### config.mk
export PLATFORM = sky130hd
export DESIGN_NAME = mem_ctrl
export DESIGN_NICKNAME = d
export VERILOG_FILES = /design/src/rtl/mem_ctrl.sv
export SDC_FILE = /design/constraint.sdc
export NUM_CORES = 1
export LEC_CHECK = 0
export CAP_MARGIN = 20
export CORE_ASPECT_RATIO = 1.4
export CORE_MARGIN = 4
export CORE_UTILIZATION = 35
export CTS_CLUSTER_SIZE = 14
export DETAILED_ROUTE_END_ITERATION = 10
export PLACE_DENSITY = 0.83
export SLEW_MARGIN = 20
export SYNTH_ARGS = -nofsm -noshare
export SYNTH_HDL_FRONTEND = slang
export SYNTH_SLANG_ARGS = --single-unit
### constraint.sdc
create_clock -name clk -period 2.5 [get_ports clk]
set_input_delay 0.625 -clock clk [delete_from_list [all_inputs] [get_ports clk]]
set_output_delay 0.625 -clock clk [all_outputs]
set_load 0.02 [all_outputs]
### src/rtl/mem_ctrl.sv
`timescale 1ns/1ps
// Memory-stage controller: lane steering, load extension and misalignment rejection for a block RAM port.
// Stores and rejected requests complete in the issue cycle; loads return RD_LAT cycles after issue.
// Holds stall high from load issue until the result cycle; upstream keeps its inputs stable meanwhile.
module mem_ctrl #(
    parameter int RAM_AW = 14,
    parameter int RD_LAT = 1
) (
    input  logic              clk,
    input  logic              rst_n,
    input  logic [31:0]       mem_addr,
    input  logic [31:0]       wr_data,
    input  logic              mem_rd,
    input  logic              mem_wr,
    input  logic [1:0]        mem_size,
    input  logic              mem_signed,
    output logic              stall,
    output logic [31:0]       rd_data,
    output logic              rd_valid,
    output logic              misalign,
    output logic [RAM_AW-1:0] ram_addr,
    output logic              ram_en,
    output logic [3:0]        ram_we,
    output logic [31:0]       ram_wdata,
    input  logic [31:0]       ram_rdata
);

    typedef enum logic [1:0] {IDLE, WAIT, RESP} state_t;

    localparam logic [1:0] LAT_INIT = 2'(RD_LAT - 1);

    state_t            state_q, state_d;
    logic [1:0]        lat_cnt_q, lat_cnt_d;
    logic [1:0]        off_q;
    logic [1:0]        size_q;
    logic              sgn_q;
    logic [RAM_AW-1:0] addr_q;
    logic              load_go;
    logic              aligned;
    logic              req;
    logic [3:0]        we_mask;
    logic [31:0]       wdata_rep;
    logic [31:0]       shifted;
    logic [31:0]       load_fmt;

    // Address bits above the RAM window are dropped so accesses wrap.
    logic unused_addr_bits;
    assign unused_addr_bits = ^mem_addr[31:RAM_AW+2];

    // Requests are gated by reset so a held request cannot reach the RAM while reset is asserted.
    assign req = rst_n & (mem_rd | mem_wr);

    always_comb begin
        aligned   = 1'b0;
        we_mask   = 4'b1111;
        wdata_rep = wr_data;
        case (mem_size)
            2'b00: begin
                aligned   = 1'b1;
                we_mask   = 4'b0001 << mem_addr[1:0];
                wdata_rep = {4{wr_data[7:0]}};
            end
            2'b01: begin
                aligned   = ~mem_addr[0];
                we_mask   = 4'b0011 << mem_addr[1:0];
                wdata_rep = {2{wr_data[15:0]}};
            end
            2'b10: begin
                aligned   = (mem_addr[1:0] == 2'b00);
            end
            default: begin
                aligned   = 1'b0;
            end
        endcase
    end

    // Aligned halves have off_q[0] = 0, so one byte-granular shift serves both byte and half lanes.
    assign shifted = ram_rdata >> {off_q, 3'b000};

    always_comb begin
        case (size_q)
            2'b00:   load_fmt = {{24{sgn_q & shifted[7]}}, shifted[7:0]};
            2'b01:   load_fmt = {{16{sgn_q & shifted[15]}}, shifted[15:0]};
            default: load_fmt = ram_rdata;
        endcase
    end

    always_comb begin
        state_d   = state_q;
        lat_cnt_d = lat_cnt_q;
        stall     = 1'b0;
        rd_valid  = 1'b0;
        rd_data   = 32'h0;
        misalign  = 1'b0;
        ram_en    = 1'b0;
        ram_we    = 4'b0000;
        ram_wdata = 32'h0;
        ram_addr  = addr_q;
        load_go   = 1'b0;
        case (state_q)
            IDLE: begin
                ram_addr = mem_addr[RAM_AW+1:2];
                if (req && !aligned) begin
                    misalign = 1'b1;
                end else if (req && mem_wr) begin
                    ram_en    = 1'b1;
                    ram_we    = we_mask;
                    ram_wdata = wdata_rep;
                end else if (req) begin
                    ram_en    = 1'b1;
                    stall     = 1'b1;
                    load_go   = 1'b1;
                    lat_cnt_d = LAT_INIT;
                    state_d   = (RD_LAT == 1) ? RESP : WAIT;
                end
            end
            WAIT: begin
                stall     = 1'b1;
                lat_cnt_d = lat_cnt_q - 2'd1;
                if (lat_cnt_q <= 2'd1) begin
                    state_d = RESP;
                end
            end
            RESP: begin
                rd_valid = 1'b1;
                rd_data  = load_fmt;
                state_d  = IDLE;
            end
            default: begin
                state_d = IDLE;
            end
        endcase
    end

    always_ff @(posedge clk or negedge rst_n) begin
        if (!rst_n) begin
            state_q   <= IDLE;
            lat_cnt_q <= 2'd0;
            off_q     <= 2'd0;
            size_q    <= 2'd0;
            sgn_q     <= 1'b0;
            addr_q    <= '0;
        end else begin
            state_q   <= state_d;
            lat_cnt_q <= lat_cnt_d;
            if (load_go) begin
                off_q  <= mem_addr[1:0];
                size_q <= mem_size;
                sgn_q  <= mem_signed;
                addr_q <= mem_addr[RAM_AW+1:2];
            end
        end
    end

endmodule
==> flow_summary.yaml <==
status:
  status: "complete, but fails checks"
  violations: "negative setup slack"
detailed_routing:
  wire_per_inst_um: 17.1
  vias_per_cell: 5.26
  drc: 0
  ant_nets: 0
  wirelength_mm: 10.3
  drtPass1Iterations: 4
  vias: 3174
  drtIter0Drc: 93
synthesis:
  ys_warn_count: 0
  avgSynthCellArea_um2: 8.29
  netlist_area_mm2: 0.00247
  ys_async_sr_fraction_pct: 100
  synthMuxAreaShare_pct: 33.0
  yosys.area_share.simple_pct: 17.5
  seq_area_frac_synth_pct: 20.3
  syn_nets: 401
  synthFlopType: "dfrtp_1"
  ys_ff_latch: 20
  synth_top_family_by_area: "multiplexers"
  synthDistinctLibCells: 36
  synth-edff-count: 0
  syn-instance-count: 298
  synth-compound-area-share_pct: 21.4
  synth-xor-area-share_pct: 0.709
  synth-adder-area-share_pct: 0
clock_network:
  cts_root_buffer: "clkbuf_8"
  htreeDepth: 1
  clock_tree.buffer_depth: 2
  hold_buffers: 0
  cts_tree: "yes"
  clk_pin_slew_ns: 0.08
  clk_latency_ns: 0.26
  cts_made_buffers: 3
  clkSinkCount: 20
floorplanning:
  core_region_area_mm2: 0.00694
  die_h_um: 107
  num_rows: 36
  dieArea_mm2: 0.00848
  die_w_um: 79.0
  io_pins: 189
  initial_utilization_pct: 35.6
sta:
  max_freq_mhz: 385
  timing.hold.ws_ns: 0.442
  max-slew-margin-rel_pct: 76.5
  fin_crit_sh_pct: 104
  hold_viol_final: 0
  fin_crit_ns: 2.60
  rsz0062_at_grt: "true"
  setup-violations-final: 22
  drv_slew: 0
  worst_pin_slew_ns: 0.353
  fin_skew_ns: 0.00377
  setup_ws_ns: -0.0982
place:
  routabilityCongestion: 0.915
  place_area_mm2: 0.00461
  port_buffers: 172
  hpwl_mm: 8.35
global_routing:
  antenna_found_initial: 0
  globalRoute.totalOverflow: 0
  grt_use_met3_pct: 7.20
  gr-usage-met2_pct: 44.6
  grt.met1_usage_pct: 24.4
  top_usage_layer: "met2"
  grt_max_degree: 33
  grt_pass1_vias: 3372
  gr-usage-all-layers_pct: 24.0
  grt_pass1_wl_mm: 16.3
setup_path:
  path_buf_inv: 3
  worstPathMaxFanout: 6
  crit_path_max_incr_delay_ns: 0.46
  rrSetupSlack_ns: 0.87
  crit_path_end_kind: "primary output"
  ff2ff_path_depth: 6
  rr_startpoint: "state_q[1]"
  crit_slowest_cell: "dfrtp_2"
  crit_required_ns: 1.88
  worstReg2RegEnd: "off_q[0]"
  start_kind: "register"
  worstSetupPathType: "register to primary output"
  path_delay_family: "buffers and inverters"
  cp_cell_sequence: "buf_6 -> mux2_4 -> a221oi_4 -> buf_4 -> o21ai_0 -> clkdlybuf4s15_2"
  worstPathArrival_ns: 1.97
layout:
  fin_area_mm2: 0.00450
  antenna_cells: 0
  area_growth_pct: 82.4
  final_core_util_pct: 64.9
  nets: 612
  drive_gt1_share_pct: 42.5
pwr:
  leakagePower_nw: 2.26
  powerDensity_mw_per_mm2: 442
  ir_worst_vdd_mv: 0.239
job:
  drv_cap: 0
worst_hold_path:
  min_path_type: "input port to async pin"
metal layers:
metal / share of wire, % / routed length, um
met5: 0 / 0
met4: 3.9 / 399
met3: 10 / 1060
met2: 50 / 5210
met1: 35 / 3640
worst max-delay path by stage:
stage / startpoint / to / slack (ns) / cells past startpoint
final: off_q[1] / rd_data[18] / -0.1 / 6
after global routing: off_q[1] / rd_data[21] / -0.16 / 8
after CTS: ram_rdata[12] / rd_data[12] / -0.15 / 6
after detailed placement: mem_wr / ram_wdata[15] / -0.73 / 6
after global placement: mem_size[0] / ram_wdata[15] / -0.71 / 6
after floorplan: mem_size[1] / ram_we[0] / 0.1 / 3
power by group:
part | internal, W | total, W | switching, W | leakage (nW)
logic | 0.000648 | 0.00120 | 0.000549 | 1.98
registers | 0.000402 | 0.000468 | 0.0000658 | 0.240
clock network | 0.000214 | 0.000323 | 0.000109 | 0.0357
metrics by stage:
step | setup WS (ns) | std cells | setup TNS (ns) | power [W]
floorplan | 0.0994 | 298 | 0 | 0.00106
global placement | -0.705 | 592 | -44.05 | 0.00155
detailed placement | -0.727 | 592 | -46.13 | 0.00158
CTS | -0.149 | 603 | -1.07 | 0.00199
global route | -0.162 | 603 | -2.69 | 0.00209
finish | -0.0982 | 603 | -1.09 | 0.00199
cell usage after synthesis, types with 3 or more instances:
| cell type | number | area share (%) |
|---|---|---|
| clkbuf_1 | 16 | 2.4 |
| nand2_1 | 42 | 6.4 |
| a21oi_1 | 10 | 2.0 |
| nor2_1 | 32 | 4.9 |
| mux2_2 | 25 | 11 |
| dfrtp_1 | 20 | 20 |
| o21ai_0 | 27 | 5.5 |
| o221a_2 | 7 | 3.2 |
| inv_1 | 11 | 1.7 |
| a31o_2 | 8 | 2.8 |
| nor3_1 | 3 | 0.61 |
| mux2_4 | 18 | 11 |
| a2bb2oi_1 | 7 | 2.5 |
| buf_2 | 6 | 1.2 |
| mux2i_1 | 24 | 9.7 |
| o211ai_1 | 8 | 2.4 |
| nand3b_1 | 10 | 3.0 |
what timing repair did:
action                                  in CTS  in global routing
pin swaps                                    8                  3
buffers inserted                             6                  0
gates resized for setup                    344                 45
gates cloned                                 1                  0
endpoints found under the setup margin      82                 63
worst register-to-register path, stage by stage, from the launching register on:
cell,delay [ns]
dfrtp_1,0.38
buf_4,0.16
nor2b_1,0.15
buf_4,0.13
o2111ai_2,0.09
buf_4,0.27
mux2_4,0.34
layout by cell type, fill, tap and decap left out, types with 11 or more instances in the layout:
cell type and instances:
mux2i_1 22, inv_1 11, buf_6 12, mux2_2 23, buf_2 53, buf_4 61, dlygate4sd2_1 20, clkdlybuf4s50_1 71
mux2_4 20, dfrtp_1 18, nand2_1 42, o21ai_0 19, nor2_1 32
logic make-up (layout without fill, tap and decap cells):
kind of cell	after synthesis	in the layout
compound gates	73	73
xor+xnor	2	2
buf+inv	40	250
flops	20	20
mux	68	68
simple gates	95	95
final cells by class:
type	count	area, um2
multi-input combinational	238	1860
sequential	20	503
timing repair buffer	234	1910
inverter	12	45.0
clock inverter	1	30.0
fill	608	2430
tap	95	119
clock buffer	3	41.3
state kept, by name, indices dropped and copies added, names as in the netlist:
name,flops
size_q,2
state_q,1
off_q,2
addr_q,14
sgn_q,1
(Power assumes the default switching activity.)
